### src/rtl/mnist_img_streamer_if.sv
// Signals between the image streamer and its pixel memory, label memory and CNN core.
// The streamer is the master; memories and core sit on the slave side.
interface mnist_img_streamer_if #(
   parameter int unsigned ADDR_W = 20
);
   logic [ADDR_W-1:0] pix_addr;
   logic              pix_rd;
   logic [7:0]        pix_rdata;
   logic [9:0]        lbl_addr;
   logic [3:0]        lbl_rdata;
   logic              cnn_rst_n;
   logic [7:0]        data_in;
   logic [3:0]        decision;
   logic              valid_out_6;

   modport master (
      output pix_addr, pix_rd, lbl_addr, cnn_rst_n, data_in,
      input  pix_rdata, lbl_rdata, decision, valid_out_6
   );

   modport slave (
      input  pix_addr, pix_rd, lbl_addr, cnn_rst_n, data_in,
      output pix_rdata, lbl_rdata, decision, valid_out_6
   );
endinterface

### src/rtl/mnist_img_streamer.sv
// Streams stored MNIST images into a CNN core, one pixel per clock, and scores each
// decision against a stored label, accumulating a hit count per run.
module mnist_img_streamer #(
   parameter int unsigned NUM_IMG = 1000,
   parameter int unsigned IMG_PIX = 784,
   parameter int unsigned ADDR_W  = 20,
   parameter int unsigned CLR_CYC = 2,
   parameter int unsigned TIMEOUT = 4096
) (
   input  logic                 clk,
   input  logic                 rst,
   input  logic                 start,
   mnist_img_streamer_if.master bus,
   output logic                 busy,
   output logic                 img_done,
   output logic                 img_hit,
   output logic [9:0]           img_idx,
   output logic [9:0]           hit_cnt,
   output logic                 timeout_err,
   output logic                 done
);

   localparam int unsigned TmoW = $clog2(TIMEOUT + 1);

   typedef enum logic [2:0] {
      StIdle,
      StClear,
      StStream,
      StWait,
      StScore,
      StDone
   } state_e;

   state_e            state_q, state_d;
   logic [ADDR_W-1:0] pix_addr_q, pix_addr_d;
   logic [ADDR_W-1:0] base_q, base_d;
   logic [9:0]        pix_cnt_q, pix_cnt_d;
   logic [TmoW-1:0]   tmo_cnt_q, tmo_cnt_d;
   logic [3:0]        dec_q, dec_d;
   logic [9:0]        img_idx_q, img_idx_d;
   logic [9:0]        hit_cnt_q, hit_cnt_d;
   logic              tmo_err_q, tmo_err_d;
   logic              rd_q;
   logic [7:0]        data_q;
   logic              hit;

   assign hit = (dec_q == bus.lbl_rdata);

   always_comb begin
      state_d    = state_q;
      pix_addr_d = pix_addr_q;
      base_d     = base_q;
      pix_cnt_d  = pix_cnt_q;
      tmo_cnt_d  = tmo_cnt_q;
      dec_d      = dec_q;
      img_idx_d  = img_idx_q;
      hit_cnt_d  = hit_cnt_q;
      tmo_err_d  = tmo_err_q;

      unique case (state_q)
         StIdle, StDone: begin
            if (start) begin
               state_d   = StClear;
               img_idx_d = '0;
               hit_cnt_d = '0;
               tmo_err_d = 1'b0;
               base_d    = '0;
               pix_cnt_d = '0;
            end
         end

         StClear: begin
            // base_q tracks img_idx*IMG_PIX, advanced by one image on every SCORE
            pix_addr_d = base_q;
            if (pix_cnt_q == 10'(CLR_CYC - 1)) begin
               state_d   = StStream;
               pix_cnt_d = '0;
            end else begin
               pix_cnt_d = pix_cnt_q + 10'd1;
            end
         end

         StStream: begin
            pix_addr_d = pix_addr_q + ADDR_W'(1);
            if (pix_cnt_q == 10'(IMG_PIX - 1)) begin
               state_d   = StWait;
               pix_cnt_d = '0;
               tmo_cnt_d = '0;
            end else begin
               pix_cnt_d = pix_cnt_q + 10'd1;
            end
         end

         StWait: begin
            if (bus.valid_out_6) begin
               dec_d   = bus.decision;
               state_d = StScore;
            end else if (tmo_cnt_q == TmoW'(TIMEOUT - 1)) begin
               // 4'hF can never match a digit label, so a timeout always scores a miss
               dec_d     = 4'hF;
               tmo_err_d = 1'b1;
               state_d   = StScore;
            end else begin
               tmo_cnt_d = tmo_cnt_q + TmoW'(1);
            end
         end

         StScore: begin
            if (hit && (hit_cnt_q != 10'h3FF)) begin
               hit_cnt_d = hit_cnt_q + 10'd1;
            end
            if (img_idx_q == 10'(NUM_IMG - 1)) begin
               state_d = StDone;
            end else begin
               img_idx_d = img_idx_q + 10'd1;
               base_d    = base_q + ADDR_W'(IMG_PIX);
               pix_cnt_d = '0;
               state_d   = StClear;
            end
         end

         default: state_d = StIdle;
      endcase
   end

   always_ff @(posedge clk) begin
      if (rst) begin
         state_q    <= StIdle;
         pix_addr_q <= '0;
         base_q     <= '0;
         pix_cnt_q  <= '0;
         tmo_cnt_q  <= '0;
         dec_q      <= '0;
         img_idx_q  <= '0;
         hit_cnt_q  <= '0;
         tmo_err_q  <= 1'b0;
         rd_q       <= 1'b0;
         data_q     <= '0;
      end else begin
         state_q    <= state_d;
         pix_addr_q <= pix_addr_d;
         base_q     <= base_d;
         pix_cnt_q  <= pix_cnt_d;
         tmo_cnt_q  <= tmo_cnt_d;
         dec_q      <= dec_d;
         img_idx_q  <= img_idx_d;
         hit_cnt_q  <= hit_cnt_d;
         tmo_err_q  <= tmo_err_d;
         // read data arrives one cycle after pix_rd; only then is it captured
         rd_q       <= (state_q == StStream);
         if (rd_q) begin
            data_q <= bus.pix_rdata;
         end
      end
   end

   assign bus.pix_addr  = pix_addr_q;
   assign bus.pix_rd    = (state_q == StStream);
   assign bus.lbl_addr  = img_idx_q;
   assign bus.cnn_rst_n = (state_q != StClear);
   assign bus.data_in   = data_q;

   assign busy        = (state_q != StIdle) && (state_q != StDone);
   assign done        = (state_q == StDone);
   assign img_done    = (state_q == StScore);
   assign img_hit     = (state_q == StScore) && hit;
   assign img_idx     = img_idx_q;
   assign hit_cnt     = hit_cnt_q;
   assign timeout_err = tmo_err_q;

endmodule

### src/flat_wrapper.sv
// flat-port wrapper written by rule: the top's interface ports become plain ports
module mnist_img_streamer_flat 
#(
   parameter int unsigned NUM_IMG = 1000,
   parameter int unsigned IMG_PIX = 784,
   parameter int unsigned ADDR_W  = 20,
   parameter int unsigned CLR_CYC = 2,
   parameter int unsigned TIMEOUT = 4096
)
  (clk, rst, start, busy, img_done, img_hit, img_idx, hit_cnt, timeout_err, done, bus_pix_addr, bus_pix_rd, bus_lbl_addr, bus_cnn_rst_n, bus_data_in, bus_pix_rdata, bus_lbl_rdata, bus_decision, bus_valid_out_6);
  mnist_img_streamer_if #(.ADDR_W(ADDR_W)) bus_i ();
  input  logic clk;
  input  logic rst;
  input  logic start;
  output logic busy;
  output logic img_done;
  output logic img_hit;
  output logic [9:0] img_idx;
  output logic [9:0] hit_cnt;
  output logic timeout_err;
  output logic done;
  output wire logic [$bits(bus_i.pix_addr)-1:0] bus_pix_addr;
  output wire logic [$bits(bus_i.pix_rd)-1:0] bus_pix_rd;
  output wire logic [$bits(bus_i.lbl_addr)-1:0] bus_lbl_addr;
  output wire logic [$bits(bus_i.cnn_rst_n)-1:0] bus_cnn_rst_n;
  output wire logic [$bits(bus_i.data_in)-1:0] bus_data_in;
  input wire logic [$bits(bus_i.pix_rdata)-1:0] bus_pix_rdata;
  input wire logic [$bits(bus_i.lbl_rdata)-1:0] bus_lbl_rdata;
  input wire logic [$bits(bus_i.decision)-1:0] bus_decision;
  input wire logic [$bits(bus_i.valid_out_6)-1:0] bus_valid_out_6;
  assign bus_pix_addr = bus_i.pix_addr;
  assign bus_pix_rd = bus_i.pix_rd;
  assign bus_lbl_addr = bus_i.lbl_addr;
  assign bus_cnn_rst_n = bus_i.cnn_rst_n;
  assign bus_data_in = bus_i.data_in;
  assign bus_i.pix_rdata = bus_pix_rdata;
  assign bus_i.lbl_rdata = bus_lbl_rdata;
  assign bus_i.decision = bus_decision;
  assign bus_i.valid_out_6 = bus_valid_out_6;
  mnist_img_streamer #(.NUM_IMG(NUM_IMG), .IMG_PIX(IMG_PIX), .ADDR_W(ADDR_W), .CLR_CYC(CLR_CYC), .TIMEOUT(TIMEOUT)) u_core (.clk(clk), .rst(rst), .start(start), .bus(bus_i), .busy(busy), .img_done(img_done), .img_hit(img_hit), .img_idx(img_idx), .hit_cnt(hit_cnt), .timeout_err(timeout_err), .done(done));
endmodule
### config.mk
export PLATFORM = sky130hd
export DESIGN_NAME = mnist_img_streamer_flat
export DESIGN_NICKNAME = d
export VERILOG_FILES = /design/src/rtl/mnist_img_streamer_if.sv /design/src/rtl/mnist_img_streamer.sv /design/src/flat_wrapper.sv
export SDC_FILE = /design/constraint.sdc
export NUM_CORES = 1
export LEC_CHECK = 0
export ABC_CLOCK_PERIOD_IN_PS = 2300
export CAP_MARGIN = 5
export CORE_MARGIN = 2
export CORE_UTILIZATION = 39
export CTS_CLUSTER_SIZE = 16
export DETAILED_ROUTE_END_ITERATION = 7
export PLACE_DENSITY_LB_ADDON = 0.25
export SLEW_MARGIN = 20
export SYNTH_ARGS = -nofsm -noshare
export SYNTH_HDL_FRONTEND = slang
export SYNTH_SLANG_ARGS = --single-unit
### constraint.sdc
create_clock -name clk -period 2.3 [get_ports clk]
set_input_delay 0.345 -clock clk [delete_from_list [all_inputs] [get_ports clk]]
set_output_delay 0.345 -clock clk [all_outputs]
set_load 0.05 [all_outputs]
# After elaboration in Yosys (flattened, before gate mapping)
# Index checks and enable logic that the tools add are counted.
[op_classes] add_sub_neg=6 eq_ne=22 n_mux=30 n_reduce_logical=19
[op_table] op="case mux 20 bit (2 select lines)" n=2
[op_table] op="two-way mux 10 bit" n=6
[op_table] op="two-way mux 20 bit" n=2
[op_table] op="case mux 10 bit (2 select lines)" n=2
[op_table] op="case mux 10 bit (4 select lines)" n=1
[op_table] op="two-way mux 13 bit" n=3
[op_table] op="adder 10 x 1 -> 10 bit (second input constant)" n=3
[op_table] op="case mux 13 bit (2 select lines)" n=1
[op_table] op="adder 20 x 1 -> 20 bit (second input constant)" n=1
[op_table] op="adder 20 x 10 -> 20 bit (second input constant)" n=1
[op_table] op="equality test 10 bit (second input constant)" n=2
[op_table] op="two-way mux 3 bit" n=6
[op_table] op="case mux 3 bit (5 select lines)" n=1
[op_table] op="adder 13 x 1 -> 13 bit (second input constant)" n=1
[op_table] op="equality test 13 x 12 -> 1 bit (second input constant)" n=1
[op_table] op="AND reduction 4 bit" n=3
[op_table] op="equality test 10 x 1 -> 1 bit (second input constant)" n=1
[op_table] op="inequality test 10 bit (second input constant)" n=1
[op_table] op="nonzero test 2 bit" n=5
[op_table] op="AND reduction 3 bit" n=3
[op_table] op="two-way mux 4 bit" n=2
[op_table] op="inequality test 2 x 1 -> 1 bit (second input constant)" n=4
[op_table] op="inequality test 2 bit (second input constant)" n=4
[op_table] op="equality test 3 x 2 -> 1 bit (second input constant)" n=2
[op_table] op="other kinds (14)" n=19
[totals] reg_bits=100 input_bits=20 word_cells=88

# Longest topological paths before layout
[depth] word_depth=4 mapped_depth=9 mapped_depth_nobuf=7

# Worst setup path before layout
# OpenSTA, ideal clock, no wires.
[synth_timing] path_type="reg-to-reg" start="reg u_core.img_idx_q[0] (netlist: u_core.bus.lbl_addr[0])" end="reg u_core.img_idx_q[5] (netlist: u_core.bus.lbl_addr[5])" setup_ns=0.072 arrival_time_ns=2.154 slack_ns=0.074 stages_incl_launch_ff=9 path_buffers=2 path_cell_list="dfxtp_1 > ha_1 > nand4b_1 > o31ai_4 > and2_1 > buf_2 > buf_2 > o21ai_0 > a21oi_1"
[synth_via] elab_chain_cells=3 elab_cells_between_ends=6
[synth_rtl] item="start, declared" line="mnist_img_streamer.sv:40" rtl="logic [9:0] img_idx_q, img_idx_d;"
[synth_rtl] item="start signal, assigned" line="mnist_img_streamer.sv:146" rtl="img_idx_q <= img_idx_d;"
[synth_rtl] item="adder 10 x 1 -> 10 bit / equality test 10 bit (equally long branches)" line="mnist_img_streamer.sv:115, mnist_img_streamer.sv:112"
[synth_rtl] item="two-way mux 10 bit / inequality test 2 bit (equally long branches)"
[synth_rtl] item="case mux 10 bit (2 select lines) / AND reduction 3 bit (equally long branches)"
# Several ways; a longest one is shown, not always the timed one. The select of a mux whose other input is x is not followed.
# A chain may end at the register's enable or synchronous reset.

# Worst setup path in the final report
[layout_timing] start="reg u_core.img_idx_q[4] (netlist: u_core.bus.lbl_addr[4])" end="out bus_lbl_addr[4]"
[layout_lines] item="end, declared" line="flat_wrapper.sv:24" rtl="output wire logic [$bits(bus_i.lbl_addr)-1:0] bus_lbl_addr;"
# No word-level cell between the ends.

==> run summary <==
Worst Reg-to-Reg Cells = 7
clk buf depth = 2
placer congestion estimate = 0.804
post-synth top area cell = dfxtp_1
setup violators final = 0
initial antenna violation count = 0
Top delay family on crit path = buffers and inverters
Fin. Hold Viols = 0
final critical-path share of the clock period = 0.937
Critical Path Sink = bus_lbl_addr[4]
min Tclk post-route = 2.16 ns
outcome = completed
skew final = 0.00333 ns
Setup crit end kind = primary output
Max Freq = 464 MHz
most common cell in the netlist = dfxtp_1
most frequent cells after synthesis = dfxtp_1, nor2_1, a21oi_1
Clock transition at path regs = 0.06 ns
crit path launch = u_core.bus.lbl_addr[4]$_SDFFE_PP0P_
routed vias = 4509
Required @ worst endpoint = 1.96 ns
Critical Path Max Stage Delay = 0.89 ns
die height = 115 um
synth top area cells = dfxtp_1, nor2_1, a21oi_1
fillcell total = 1162
Starting Density = 0.401
share of post-route cells with drive strength above 1 = 0.0964
cell area after synthesis = 0.00484 sq mm
Buffers on Ports = 84
Worst path slowest cell = clkdlybuf4s50_1
Final #Nets = 686
fin worst setup slack = 0.145 ns
setup_tns = 0 ns
sequence of cells on the critical path = clkdlybuf4s50_1
cts hold-fix bufs = 0
Post-Syn Area per Cell = 8.42 sq um
ratio of total power to cell area = 810 mW/mm^2
via/cell ratio = 5.42
worst r2r src = u_core.state_q[2]$_SDFFE_PP0P_
CP Buf/Inv Count = 1
DRT iter0 DRCs = 326
Routed Antenna Nets = 0
io pins = 85
crit-path max FO = 10
Setup CP Type = flop to primary output
post-synth top area share = 0.397
clock latency on the worst-skew pair = 0.34 ns
GRT Total Usage = 0.186
Critical R2R Capture = u_core.base_q[17]$_SDFFE_PP0P_
drt pass-1 iters = 4
leakage dissipation = 2.04 nW
CTS tree = done
RSZ-0062 raised after global routing = false
final WL = 12200 um
Tot Pwr = 5.01 mW
EDFF count, synth = 0
r2r setup slk = 0.23 ns
grt total ovfl = 0
vias in the first global route = 4197
prevailing post-synth register cell = dfxtp_1
critical path depth in cells = 1
Inserted Diodes = 0
yosys warns = 0
CTS root buf = clkbuf_16
clock sinks = 96
crit path DAT = 1.81 ns
wire per inst = 14.6 um
core area = 0.0121 sq mm
maximum vdd ir drop = 0.393 mV
row count = 40
first-pass GRT wire length = 20000 um
Post-CTS Setup Bufs = 0
ys async rst share = 0
Critical Path Source Type = flop
largest net degree at the start of global routing = 31
Slew Viols, Final = 0
Rel. slew slack = 0.557
post-synth cell types = 66
max cap viols = 0
syn_nets = 602
H-tree levels = 3
die area = 0.0133 sq mm
Remaining DRCs = 0
Worst Tran Pin Value = 0.659 ns
post-DP HPWL = 8600 um
Layout area overhead = 27.9%
post-CTS sizing = 0
Seq/Total Area, Yosys = 0.397
pre-CTS setup slack = -0.117 ns
Die W = 115 um
CTS buffer count = 9
Post-Synthesis Cells = 575
flops & latches, synth = 96
HP Class = input pin to flop
## cells by family (layout without fill, tap and decap cells)
group                    after synthesis  count (layout)  share of synthesized area
adder cells (fa/ha/maj)                8               8                     0.0202
multiplexers                           9               9                     0.0189
XOR/XNOR                              32              32                     0.0579
flip-flops                            96              96                      0.397
buffers and inverters                 57             146                     0.0561
AND/OR/NAND/NOR                      237             237                      0.258
AO/OA/AOI/OAI                        136             136                      0.192
## metrics by stage
| stage | hold WS [ns] | instances | utilization | area [sq um] |
|---|---|---|---|---|
| CTS | 0.376 | 832 | 0.513 | 6190 |
| global route | 0.396 | 832 | 0.513 | 6190 |
| global placement | 0.459 | 816 | 0.489 | 5900 |
| finish | 0.371 | 832 | 0.513 | 6190 |
| floorplan | 0.448 | 575 | - | 4840 |
| detailed placement | 0.462 | 816 | 0.489 | 5900 |
## worst reg2reg max path, cell delays in order, from the launching register on
cell	delay, ns
dfxtp_1	0.55
nand3_2	0.20
inv_2	0.13
o31ai_4	0.08
buf_4	0.20
a2111oi_0	0.57
xnor2_1	0.18
nor2_1	0.05
## per-layer routing
metal  track usage  vias up  wire, um
met1         0.248     2138      5870
met5             0        -         0
met3        0.0319       13       493
met2         0.303       92      5600
met4        0.0667        0       187
li1              -     2266         -
## flip-flops by register name, summed over array words and instances, names as in the netlist, 3 cells and up
| name | flops |
|---|---|
| u_core.bus.data_in | 8 |
| u_core.state_q | 3 |
| u_core.hit_cnt | 10 |
| u_core.bus.pix_addr | 20 |
| u_core.tmo_cnt_q | 13 |
| u_core.base_q | 16 |
| u_core.pix_cnt_q | 10 |
| u_core.dec_q | 4 |
| u_core.bus.lbl_addr | 10 |
## power by group
part           internal (mW)  switching (mW)  leakage [nW]
Clock                  0.837           0.643         0.138
Sequential              1.75           0.142         0.774
Combinational          0.581            1.06          1.13
## cell type report
| type | instances | area, sq um | area share |
|---|---|---|---|
| Multi-Input combinational cell | 422 | 2650 | 0.428 |
| Inverter | 22 | 82.6 | 0.0133 |
| Tap cell | 168 | 210 | 0.0340 |
| Clock inverter | 6 | 60.1 | 0.00970 |
| Sequential cell | 96 | 1920 | 0.310 |
| Timing Repair Buffer | 108 | 1040 | 0.168 |
| Clock buffer | 10 | 229 | 0.0370 |
## how the worst min path moves through the flow
stage	startpoint	to	slack, ns	cells after the start
global route	rst	u_core.bus.data_in[0]$_SDFFE_PP0P_	0.40	2
CTS	rst	u_core.bus.pix_addr[1]$_SDFFE_PP0P_	0.38	2
global placement	u_core.tmo_cnt_q[1]$_SDFFE_PP0P_	u_core.tmo_cnt_q[1]$_SDFFE_PP0P_	0.46	2
detailed placement	u_core.tmo_cnt_q[1]$_SDFFE_PP0P_	u_core.tmo_cnt_q[1]$_SDFFE_PP0P_	0.46	2
floorplan	u_core.pix_cnt_q[9]$_SDFFE_PP0P_	u_core.pix_cnt_q[9]$_SDFFE_PP0P_	0.45	1
finish	rst	u_core.bus.data_in[0]$_SDFFE_PP0P_	0.37	2
## placed cells by master, fill, tap and decap left out, types with 10 or more instances in the layout
| master | count |
|---|---|
| a31oi_1 | 18 |
| inv_1 | 18 |
| nand4_1 | 18 |
| a21oi_1 | 44 |
| nand2_1 | 42 |
| clkdlybuf4s50_1 | 77 |
| nand3_1 | 32 |
| or3_1 | 23 |
| and3_1 | 10 |
| dfxtp_1 | 96 |
| nor2_1 | 62 |
| buf_4 | 27 |
| o21ai_0 | 18 |
| xnor2_1 | 21 |
| xor2_1 | 11 |
Power figures use the tool's default switching activity.
